[src/rtl/reg_block.sv]
// Register block with per-register software/hardware ownership and a one-cycle request/ack access port.
// Writable registers are stored locally; read-only registers reflect rd_regs.
module reg_block #(
  parameter int                  REG_ADDR_WIDTH = 16,
  parameter int                  NUM_REGS       = 4,
  parameter logic [NUM_REGS-1:0] REG_WRITE_MASK = 4'b1011
) (
  input  logic                     clk,
  input  logic                     rst,
  input  logic [REG_ADDR_WIDTH-1:0] reg_addr,
  input  logic [31:0]              reg_wdata,
  input  logic                     reg_wren,
  input  logic [3:0]               reg_be,
  input  logic                     reg_req,
  output logic [31:0]              reg_rdata,
  output logic                     reg_ack,
  output logic                     reg_err,
  input  logic [NUM_REGS*32-1:0]   rd_regs,
  output logic [NUM_REGS*32-1:0]   wr_regs
);

  logic [REG_ADDR_WIDTH-1:0] reg_idx;
  logic                      addr_aligned;
  logic                      idx_in_range;
  logic                      idx_writable;
  logic [NUM_REGS-1:0]       idx_sel;
  logic [31:0]               rd_value;
  logic                      access_err;
  logic                      accept;
  logic [31:0]               be_mask;

  logic [31:0] regs_q [NUM_REGS];
  logic [31:0] regs_d [NUM_REGS];
  logic        ack_q, ack_d;
  logic        err_q, err_d;
  logic [31:0] rdata_q, rdata_d;

  // Address decode: word index, alignment, range and ownership of the target register.
  always_comb begin
    reg_idx      = {2'b00, reg_addr[REG_ADDR_WIDTH-1:2]};
    addr_aligned = (reg_addr[1:0] == 2'b00);
    idx_in_range = 1'b0;
    idx_writable = 1'b0;
    idx_sel      = '0;
    rd_value     = '0;
    for (int i = 0; i < NUM_REGS; i++) begin
      if (reg_idx == REG_ADDR_WIDTH'(i)) begin
        idx_sel[i]   = 1'b1;
        idx_in_range = 1'b1;
        idx_writable = REG_WRITE_MASK[i];
        rd_value     = REG_WRITE_MASK[i] ? regs_q[i] : rd_regs[i*32 +: 32];
      end
    end
    access_err = !addr_aligned || !idx_in_range || (reg_wren && !idx_writable);
    accept     = reg_req && !rst;
    be_mask    = {{8{reg_be[3]}}, {8{reg_be[2]}}, {8{reg_be[1]}}, {8{reg_be[0]}}};
  end

  // Next-state for the register file and the registered response.
  always_comb begin
    ack_d   = accept;
    err_d   = accept && access_err;
    rdata_d = (accept && !reg_wren && !access_err) ? rd_value : 32'h0;
    for (int i = 0; i < NUM_REGS; i++) begin
      regs_d[i] = regs_q[i];
      if (!REG_WRITE_MASK[i]) begin
        regs_d[i] = 32'h0;
      end else if (accept && reg_wren && !access_err && idx_sel[i]) begin
        regs_d[i] = (regs_q[i] & ~be_mask) | (reg_wdata & be_mask);
      end
    end
  end

  always_ff @(posedge clk) begin
    if (rst) begin
      ack_q   <= 1'b0;
      err_q   <= 1'b0;
      rdata_q <= 32'h0;
      for (int i = 0; i < NUM_REGS; i++) begin
        regs_q[i] <= 32'h0;
      end
    end else begin
      ack_q   <= ack_d;
      err_q   <= err_d;
      rdata_q <= rdata_d;
      for (int i = 0; i < NUM_REGS; i++) begin
        regs_q[i] <= regs_d[i];
      end
    end
  end

  // Outputs are forced quiet for the whole time rst is high, not just from the next edge.
  always_comb begin
    reg_ack   = ack_q && !rst;
    reg_err   = err_q && !rst;
    reg_rdata = rst ? 32'h0 : rdata_q;
    wr_regs   = '0;
    for (int i = 0; i < NUM_REGS; i++) begin
      if (REG_WRITE_MASK[i] && !rst) begin
        wr_regs[i*32 +: 32] = regs_q[i];
      end
    end
  end

endmodule

[config.mk]
export PLATFORM = sky130hd
export DESIGN_NAME = reg_block
export DESIGN_NICKNAME = d
export VERILOG_FILES = /design/src/rtl/reg_block.sv
export SDC_FILE = /design/constraint.sdc
export NUM_CORES = 1
export LEC_CHECK = 0
export ABC_AREA = 1
export ABC_CLOCK_PERIOD_IN_PS = 5050
export CAP_MARGIN = 0
export CORE_MARGIN = 5
export CORE_UTILIZATION = 40
export DETAILED_ROUTE_END_ITERATION = 10
export PLACE_DENSITY = 0.78
export SETUP_SLACK_MARGIN = 0.1
export SLEW_MARGIN = 20
export SYNTH_ARGS = -nofsm -noshare
export SYNTH_HDL_FRONTEND = slang
export SYNTH_SLANG_ARGS = --single-unit
[constraint.sdc]
create_clock -name clk -period 5.05 [get_ports clk]
set_clock_uncertainty 0.2 [all_clocks]
set_input_delay 0.7575 -clock clk [delete_from_list [all_inputs] [get_ports clk]]
set_output_delay 0.7575 -clock clk [all_outputs]
set_load 0.005 [all_outputs]
Word level (Yosys, flattened, before mapping)
Memories as Yosys holds them, arrays and structs flattened. Cells that the tools add are included.

Mux-type cells: 26. Equality and inequality tests: 3. Reduce and logical (&&, ||, !) cells: 23. Bitwise operators: 13.

Operators with widths (number): two-way mux 32 bit (15); bitwise AND 32 bit (4); bitwise OR 32 bit (3); NOT 32 bit (1); == test 14 x 2 -> 1 bit, second input constant (2); == test 14 x 1 -> 1 bit, second input constant (1); zero test 14 bit (1); logical AND 1 bit (12); two-way mux 1 bit (11); zero test 1 bit (6); bitwise OR 1 bit (4); zero test 2 bit (1); logical OR 1 bit (2); OR reduction 2 bit (1); NOT 1 bit (1).

Output and inout bits: 162. RAM bits: 128. Register bits: 34. Logic and storage cells: 69. Memories kept: 1. Bits of input ports: 184.

Memory list: regs_q (words 4, width 32, read ports 3, clocked after memory_dff 0, write ports 4, line 32) `logic [31:0] regs_q [NUM_REGS];`.

Logic depth before layout (Yosys ltp)
Gate-level depths: netlist (run 1).

Depth after elaboration: 13. Mapped depth: 15. Gate-level depth less buffers: 13.

Worst setup path before layout (run 1)
Ideal clock, no wire load.

Path kind: input-to-output. Start: input port rst. End: output port reg_rdata[0]. Slack: 2526 ps. Data required time: 4093 ps. Arrival: 1566 ps. Stages on the path: 4. Buffers on the path: 3. Path through: clkbuf_1 -> clkbuf_1 -> clkbuf_1 -> nor2_1.

Longest elaborated chain between the ends: 1.

RTL lines: start, declared (line 9) `input logic rst,`; two-way mux 32 bit (line 96) `reg_rdata = rst ? 32'h0 : rdata_q;`; end, declared (line 15) `output logic [31:0] reg_rdata,`.

No other way between the ends.

==> metrics.csv, run 1 <==
stage,metric,value,unit
worst_hold_path,Hold Path Class,flop to flop,
layout,Util after Layout,54.4,%
logic_synthesis,YS warnings,0,
grt,Tot GR Track Use,20.6,%
logic_synthesis,sequential area share after synthesis,34.5,%
die,die height,147,microns
place,HPWL Detailed,15100,microns
logic_synthesis,Mapped Cells,1150,
detailed_routing,residual DRC count,0,
grt,vias in the first global route,7228,
detailed_routing,drt first pass iters,5,
die,core area,18600,sq um
outcome,status,"finished, final reports clean",
flow_run,Max Cap Viol,0,
place,Place WS,1.37,ns
sta,setup repair after global routing missed its margin,no,
power,Pleak,3.66,nW
worst_setup_path,CP Launch Type,input pin,
sta,Pins Over Slew Limit,0,
die,site row count,50,
layout,diode count,0,
power,Power Density,232,nW/um^2
worst_setup_path,CP max stage delay,0.74,ns
sta,setup_tns,0,ns
clock_tree,CTS tree,done,
power,maximum vdd ir drop,0.218,mV
logic_synthesis,Synth Area in Compound Gates,10.4,%
die,Initial Util,40.4,%
power,Comb power frac,7.3,%
power,Seq pwr share,43.6,%
logic_synthesis,Yosys reg bits,130,
sta,worst slew pin tran,1.02,ns
worst_setup_path,CP endpoint kind,flop,
worst_setup_path,"Data required, critical path",5.19,ns
place,DP Cell Count,1529,
worst_setup_path,CP max stage cell,inv_2,
grt,total congestion overflow,0,
worst_setup_path,critical path class,input pin to flop,
logic_synthesis,combinational family with the most area after synthesis,simple AND/OR/NAND/NOR gates,
layout,area grow syn2layout,34.5,%
grt,first-pass GRT wire length,36500,microns
logic_synthesis,post-synthesis xor/xnor area fraction,0,%
sta,worst hold slack,0.280,ns
detailed_routing,Routed WL,22700,microns
sta,fmax,310,MHz
logic_synthesis,Post-Syn Area per Cell,6.56,sq um
clock_tree,Post-CTS Setup Repair Bufs,0,
logic_synthesis,Synth top area share,34.5,%
die,Die X,147,microns
power,P_int,1.81,mW
power,Net Switching,0.543,mW
logic_synthesis,number of synthesized flops with an enable pin,0,
detailed_routing,ANT nets after route,0,
layout,fin nets,1498,
place,"Cell Area, Placed",9590,sq um
layout,layout cells sized above 1,7.54,%
logic_synthesis,"Cell Area, Synth",7540,sq um
sta,final setup violation count,0,
die,Top-Level Pins,346,
clock_tree,Root Buffer,clkbuf_16,
place,# port buffers,217,
worst_setup_path,CP top delay family,simple AND/OR/NAND/NOR gates,
worst_setup_path,WP buf/inv,2,
logic_synthesis,asr flop ratio synth,0,%
clock_tree,Sink Count,130,
clock_tree,quantity of hold-fixing buffers added after cts,0,
sta,Final Hold Vio Count,0,
logic_synthesis,"Top FF cell, synth",dfxtp_1,
power,part of the power in the clock network,49.1,%
detailed_routing,DR iter-0 viols,404,
worst_setup_path,Arrival @ worst endpoint,3.37,ns
clock_tree,cts bufs inserted,17,
detailed_routing,wire length per cell,14.5,microns
detailed_routing,drt via density,4.96,
worst_setup_path,CP Launch Point,reg_addr[11],
sta,relative slew slack,32.3,%
worst_setup_path,CP max FO,48,
logic_synthesis,Yosys top cell by area,dfxtp_1,
detailed_routing,via count,7731,
power,final total power,2.36,mW
grt,initial antenna violation count,0,
sta,Tcrit/Tclk final,63.8,%
grt,largest net degree at the start of global routing,132,
logic_synthesis,post-synthesis mux area share,0,%
sta,post-layout min period,3.22,ns
clock_tree,worst-skew pair later-pin latency,0.42,ns
layout,Finished Cell Area,10100,sq um
logic_synthesis,synth unique cells,30,
logic_synthesis,Adder-Cell Fraction of Synth Area,0,%
layout,Final Non-Filler Cells,1560,
clock_tree,Resize count post-CTS,0,
clock_tree,CTS H-tree lvls,4,
logic_synthesis,dominant cells by area after synthesis,"dfxtp_1, nor2_1, inv_1",
sta,"Worst Setup Slack, final",1.83,ns
place,routability cong.,0.766,
clock_tree,CTS clock-pin slew for the worst setup and hold paths,0.05,ns
logic_synthesis,simple-gate area share of the yosys netlist,37.8,%
die,die area,21700,sq um
worst_setup_path,CP Cell Sequence,clkdlybuf4s50_1 -> or2_1 -> nor2_4 -> nand2_1 -> inv_2 -> nand4_4 -> nor2_4 -> nor2_1 -> nor2_1,
power,Switching Fraction,23.0,%
clock_tree,CTS Buffer Depth,2,
[placed cells by master, fill, tap and decap left out, types with 9 or more instances in the layout]
| cell | n |
|---|---|
| clkbuf_16 | 17 |
| a221oi_2 | 28 |
| conb_1 | 32 |
| clkdlybuf4s50_1 | 216 |
| a21oi_1 | 32 |
| buf_4 | 9 |
| nand3_1 | 30 |
| o21ai_0 | 31 |
| nor2_1 | 335 |
| dfxtp_1 | 130 |
| nand2_1 | 143 |
| nand4_1 | 96 |
| inv_1 | 173 |
| nor2_4 | 14 |
[area by class of cell]
type                       count  area, sq um
inverter                     179          673
fill                        1774         8500
multi-input combinational    759         3750
timing repair buffer         227         2270
clock inverter                10         85.1
clock buffer                  21          470
sequential                   130         2600
tap                          234          293
[kinds of logic after synthesis]
family,after synthesis
flip-flops,130
AND/OR/NAND/NOR,630
other,1
buffers and inverters,292
AO/OA/AOI/OAI,97
[power by group through the flow]
stage | Clock (mW) | Combinational [mW] | Sequential (mW)
floorplan | 0 | 0.106 | 1.05
global placement | 0 | 0.168 | 1.05
detailed placement | 0 | 0.171 | 1.05
CTS | 1.17 | 0.172 | 1.03
global route | 1.22 | 0.189 | 1.03
finish | 1.16 | 0.172 | 1.03
[worst paths after layout]
kind                                end  slack, ns  cells past startpoint
setup / recovery                   flop       1.83                      9
hold / removal                     flop       0.28                      2
setup reg to reg  rdata_q[6]$_SDFF_PP0_       3.81                      4
hold reg to reg                    flop       0.28                      2
[cells in the mapped netlist, types with 20 or more instances]
library cell and count:
nor2_1 335, inv_1 173, nand2_1 143, dfxtp_1 130, nand4_1 96, buf_4 34, clkbuf_1 33, a21oi_1 32
o21ai_0 31, nand3_1 30, a221oi_2 28, buf_2 20
[worst register-to-register path, delay by kind of cell (launching register included)]
| family | cells | cell delay (ns) |
|---|---|---|
| flip-flops | 1 | 0.34 |
| AND/OR/NAND/NOR | 1 | 0.06 |
| AO/OA/AOI/OAI | 2 | 0.48 |
| buffers and inverters | 1 | 0.06 |
[layer usage]
| layer | vias to the layer above | wire length [microns] | part of all wire [%] | global-route usage, % |
|---|---|---|---|---|
| met4 | 0 | 333 | 1.5 | 6.71 |
| met1 | 3495 | 9570 | 42 | 25.4 |
| met2 | 325 | 11100 | 49 | 35.5 |
| met5 | - | 0 | 0 | 0 |
| li1 | 3882 | - | - | - |
| met3 | 29 | 1670 | 7.4 | 4.90 |
Power figures use the tool's default switching activity.
==> run 2: changes to the inputs <==
Settings changed: ABC_CLOCK_PERIOD_IN_PS 5050 to 3170.
Clock period 5.05 ns to 3.17 ns, I/O delays scaled along.
==> run 2 against run 1 <==
  * Sequential cell count unchanged
  * Non-clock buffer count is 12 higher
  * Critical path type is now input pin to primary output
  * Register-to-register slack lost 1.9 ns
  * Critical path depth is 5 lower
  * First-iteration DRC count increased by 36%
  * Sequential share of layout area shrank 0.46 points
==> metrics.csv, run 2 (synthesis results as in run 1) <==
stage,metric,value,unit
clock_tree,quantity of hold-fixing buffers added after cts,0,
detailed_routing,Met1 Wirelength,9720,microns
sta,setup_tns,0,ns
detailed_routing,wire length per cell,14.5,microns
worst_setup_path,CP Launch Type,input pin,
clock_tree,Post-CTS Setup Repair Bufs,0,
clock_tree,cts bufs inserted,17,
layout,"commonest cells after routing, fill and taps aside","nor2_1, clkdlybuf4s50_1, inv_1",
power,Net Switching,0.872,mW
place,HPWL Detailed,15500,microns
clock_tree,CTS Buffer Depth,2,
power,Switching Fraction,21.9,%
detailed_routing,Routed WL,22800,microns
sta,relative slew slack,32.4,%
sta,Tcrit/Tclk final,79.8,%
layout,diode count,0,
worst_setup_path,CP Launch Point,rst,
place,# port buffers,217,
worst_setup_path,CP max FO,53,
detailed_routing,drt via density,4.95,
worst_setup_path,WP buf/inv,3,
worst_setup_path,critical path class,input pin to primary output,
die,site row count,50,
layout,area grow syn2layout,37.0,%
sta,final setup violation count,0,
detailed_routing,met2 WL,11200,microns
layout,fin nets,1510,
layout,fillers,1748,
worst_setup_path,CP max stage cell,clkdlybuf4s50_1,
place,routability cong.,0.790,
sta,setup repair after global routing missed its margin,no,
power,Power Density,385,nW/um^2
outcome,status,"finished, final reports clean",
detailed_routing,DR iter-0 viols,551,
sta,worst slew pin tran,1.01,ns
clock_tree,worst-skew pair later-pin latency,0.41,ns
grt,vias in the first global route,7470,
power,Pleak,3.75,nW
clock_tree,CTS tree,done,
worst_setup_path,CP endpoint kind,primary output,
clock_tree,CTS clock-pin slew for the worst setup and hold paths,0.05,ns
flow_run,Max Cap Viol,0,
sta,post-layout min period,2.53,ns
worst_setup_path,CP max stage delay,0.46,ns
clock_tree,Root Buffer,clkbuf_16,
layout,Util after Layout,55.4,%
detailed_routing,drt first pass iters,5,
die,Top-Level Pins,346,
worst_setup_path,CP Cell Sequence,buf_4 -> buf_4 -> nor2_1 -> clkdlybuf4s50_1,
worst_setup_path,CP most frequent cell,buf_4,
detailed_routing,Met3 Routed Length,1470,microns
sta,fmax,396,MHz
sta,Final Hold Vio Count,0,
power,part of the power in the clock network,51.7,%
detailed_routing,residual DRC count,0,
detailed_routing,ANT nets after route,0,
detailed_routing,via count,7779,
layout,"commonest non-fill, non-tap cell in the layout",nor2_1,
detailed_routing,Top Metal Used,met4,
power,Comb power frac,7.1,%
worst_setup_path,"Data required, critical path",2.49,ns
sta,Pins Over Slew Limit,0,
power,maximum vdd ir drop,0.340,mV
worst_hold_path,Hold Path Class,flop to flop,
grt,initial antenna violation count,0,
power,Seq pwr share,41.2,%
power,P_int,3.10,mW
grt,total congestion overflow,0,
clock_tree,Sink Count,130,
die,core area,18600,sq um
grt,largest net degree at the start of global routing,97,
die,die height,147,microns
die,die area,21700,sq um
worst_setup_path,Arrival @ worst endpoint,1.85,ns
worst_setup_path,CP top delay family,buffers and inverters,
layout,layout cells sized above 1,8.22,%
clock_tree,CTS H-tree lvls,4,
grt,Tot GR Track Use,20.6,%
clock_tree,Resize count post-CTS,0,
grt,first-pass GRT wire length,36900,microns
die,Initial Util,40.4,%
die,Die X,147,microns
-- run 2: area by class of cell --
cell class | instances | area, sq um | area share, %
flip-flops and latches | 130 | 2600 | 25.2
inverters | 179 | 673 | 6.52
multi-input cells | 759 | 3750 | 36.3
repair buffers | 239 | 2400 | 23.2
clock inverters | 10 | 158 | 1.53
clock buffers | 22 | 454 | 4.40
well taps | 234 | 293 | 2.83
-- run 2: power by group through the flow --
| stage | logic (mW) | clock network [mW] | registers (mW) |
|---|---|---|---|
| 2_1_floorplan | 0.169 | 0 | 1.67 |
| 3_3_place_gp | 0.275 | 0 | 1.67 |
| 3_5_place_dp | 0.278 | 0 | 1.67 |
| 4_1_cts | 0.280 | 2.08 | 1.64 |
| 5_1_grt | 0.308 | 2.16 | 1.63 |
| 6_report | 0.282 | 2.05 | 1.64 |
-- run 2: metrics by stage --
step	instances	hold slack (ns)	cell area (sq um)	total power, mW	setup WS [ns]
global route	1573	0.303	10300	4.11	0.406
CTS	1573	0.284	10300	4.00	0.629
finish	1573	0.282	10300	3.97	0.642
global placement	1541	0.261	9720	1.95	0.324
floorplan	1181	0.255	7660	1.84	1.00
detailed placement	1541	0.272	9720	1.95	0.228
-- run 2: worst register-to-register path: stages, from the launching register on --
cell and delay [ns]:
dfxtp_1 0.34, inv_1 0.07, nand2_1 0.06, o21ai_0 0.11, a221oi_2 0.36
-- run 2: per-layer routing --
layer,global-route usage (%),vias to the layer above
met3,4.35,33
li1,-,3912
met2,35.6,300
met4,7.36,0
met1,25.5,3534
met5,0,-
-- run 2: worst paths after layout --
check / endpoint / slack (ns) / cells past startpoint
setup / recovery: wr_regs[127] / 0.64 / 4
hold reg to reg: flop / 0.28 / 2
setup reg to reg: rdata_q[6]$_SDFF_PP0_ / 1.93 / 4
hold / removal: flop / 0.28 / 2
==> run 3: changes to the inputs <==
Settings changed: ABC_CLOCK_PERIOD_IN_PS 3170 to 2400.
Clock period 3.17 ns to 2.4 ns, I/O delays scaled along.
==> run 3 against run 2 <==
  * Clock power is 16% higher
  * Wire length is 4.8% higher
  * Critical path depth is 10 higher
==> metrics.csv, run 3 (synthesis results as in run 1) <==
stage,metric,value,unit
sta,post-layout min period,2.22,ns
power,Comb power frac,7.8,%
grt,vias in the first global route,7432,
worst_setup_path,CP max FO,12,
power,Seq pwr share,43.8,%
clock_tree,Root Buffer,clkbuf_16,
sta,Pins Over Slew Limit,0,
worst_setup_path,critical path class,input pin to flop,
sta,relative slew slack,35.6,%
sta,worst slew pin tran,0.966,ns
place,HPWL Detailed,16100,microns
worst_setup_path,"Data required, critical path",2.50,ns
power,Net Switching,1.15,mW
power,Switching Fraction,23.4,%
die,die area,21700,sq um
power,part of the power in the clock network,48.3,%
die,Initial Util,40.4,%
layout,layout cells sized above 1,10.3,%
flow_run,Max Cap Viol,0,
outcome,status,"finished, final reports clean",
worst_setup_path,CP max stage delay,0.39,ns
die,Top-Level Pins,346,
sta,Final Hold Vio Count,0,
layout,"commonest non-fill, non-tap cell in the layout",nor2_1,
worst_hold_path,Hold Path Class,flop to flop,
sta,setup repair after global routing missed its margin,yes,
die,site row count,50,
detailed_routing,residual DRC count,0,
detailed_routing,wire length per cell,15.0,microns
detailed_routing,via count,7910,
sta,final setup violation count,0,
place,# port buffers,217,
sta,Tcrit/Tclk final,92.5,%
sta,fmax,450,MHz
clock_tree,CTS Buffer Depth,2,
sta,worst hold slack,0.279,ns
detailed_routing,drt first pass iters,5,
clock_tree,CTS H-tree lvls,4,
grt,total congestion overflow,0,
die,Die X,147,microns
place,routability cong.,0.783,
detailed_routing,drt via density,4.95,
power,Pleak,3.94,nW
power,final total power,4.93,mW
grt,Tot GR Track Use,20.8,%
power,P_int,3.77,mW
worst_setup_path,CP max stage cell,clkdlybuf4s50_1,
grt,first-pass GRT wire length,37000,microns
grt,initial antenna violation count,0,
die,die height,147,microns
worst_setup_path,Arrival @ worst endpoint,2.32,ns
die,core area,18600,sq um
worst_setup_path,WP buf/inv,4,
layout,area grow syn2layout,41.7,%
layout,fin nets,1535,
detailed_routing,DR iter-0 viols,556,
clock_tree,CTS clock-pin slew for the worst setup and hold paths,0.06,ns
layout,diode count,0,
power,maximum vdd ir drop,0.450,mV
worst_setup_path,CP endpoint kind,flop,
layout,Util after Layout,57.3,%
layout,"commonest cells after routing, fill and taps aside","nor2_1, clkdlybuf4s50_1, inv_1",
clock_tree,cts bufs inserted,17,
detailed_routing,Routed WL,23900,microns
clock_tree,CTS tree,done,
grt,largest net degree at the start of global routing,97,
worst_setup_path,CP Cell Sequence,clkdlybuf4s50_1 -> or2_1 -> nor2_4 -> nand2_2 -> nand2_4 -> inv_2 -> nand2_1 -> nand3_2 -> nor2_4 -> buf_12 -> buf_6 -> nand4_1 -> nand2_1 -> nor2_1,
detailed_routing,ANT nets after route,0,
clock_tree,quantity of hold-fixing buffers added after cts,0,
clock_tree,Sink Count,130,
worst_setup_path,CP top delay family,simple AND/OR/NAND/NOR gates,
clock_tree,worst-skew pair later-pin latency,0.41,ns
power,Power Density,461,nW/um^2
worst_setup_path,CP Launch Type,input pin,
## run 3: cell count changes in the layout (fill, tap and decap cells not counted), sizes merged
cell	delta
dlymetal6s2s	+1
buf	+22
bufinv	-3
clkbuf	+1
clkinvlp	+1
clkinv	+3
clkdlybuf4s50	-1
## run 3: path summary, 6_finish.rpt
kind	depth (start not counted)	endpoint	from	slack, ns
setup reg to reg	4	rdata_q[29]$_SDFF_PP0_	flop	1.23
hold / removal	2	flop	flop	0.28
setup / recovery	14	flop	reg_addr[11]	0.18
hold reg to reg	2	flop	flop	0.28
## run 3: worst reg2reg max path, stage by stage, from the launching register on
cell and delay (ns):
dfxtp_1 0.33, inv_1 0.07, nand2_1 0.07, o21ai_0 0.08
a221oi_1 0.32
## run 3: area by class of cell
cell class	instances	area, sq um
inverter	179	673
tap	234	293
fill	1735	7950
clock inverter	11	90.1
timing repair buffer	264	2810
multi-input combinational	759	3770
clock buffer	20	447
sequential	130	2600
## run 3: power groups by stage
stage	registers, mW	logic (mW)	clock network, mW
floorplan	2.21	0.224	0
global placement	2.21	0.373	0
detailed placement	2.21	0.378	0
CTS	2.16	0.380	2.42
global route	2.16	0.422	2.52
finish	2.16	0.385	2.38
## run 3: per-stage QoR
stage | setup TNS [ns] | cell area (sq um) | setup slack (ns) | instances
after floorplan | 0 | 7660 | 0.346 | 1181
after global placement | -16.79 | 9960 | -0.191 | 1557
final | 0 | 10700 | 0.179 | 1597
after global routing | 0 | 10700 | 0.0710 | 1597
after CTS | 0 | 10500 | 0.152 | 1588
after detailed placement | -24.93 | 9960 | -0.272 | 1557
## run 3: layer usage
metal  global-route usage, %  vias up  routed length, microns
met5                       0        -                       0
met4                    6.66        0                     388
met3                    5.46       31                    1780
met2                    36.8      312                   11800
met1                    24.5     3612                    9930
li1                        -     3955                       -
## run 3: timing repair
action | in CTS | in global routing
gates resized for setup | 0 | 8
buffers inserted | 0 | 4
hold endpoints to repair | 0 | 0
endpoints found under the setup margin | 0 | 97
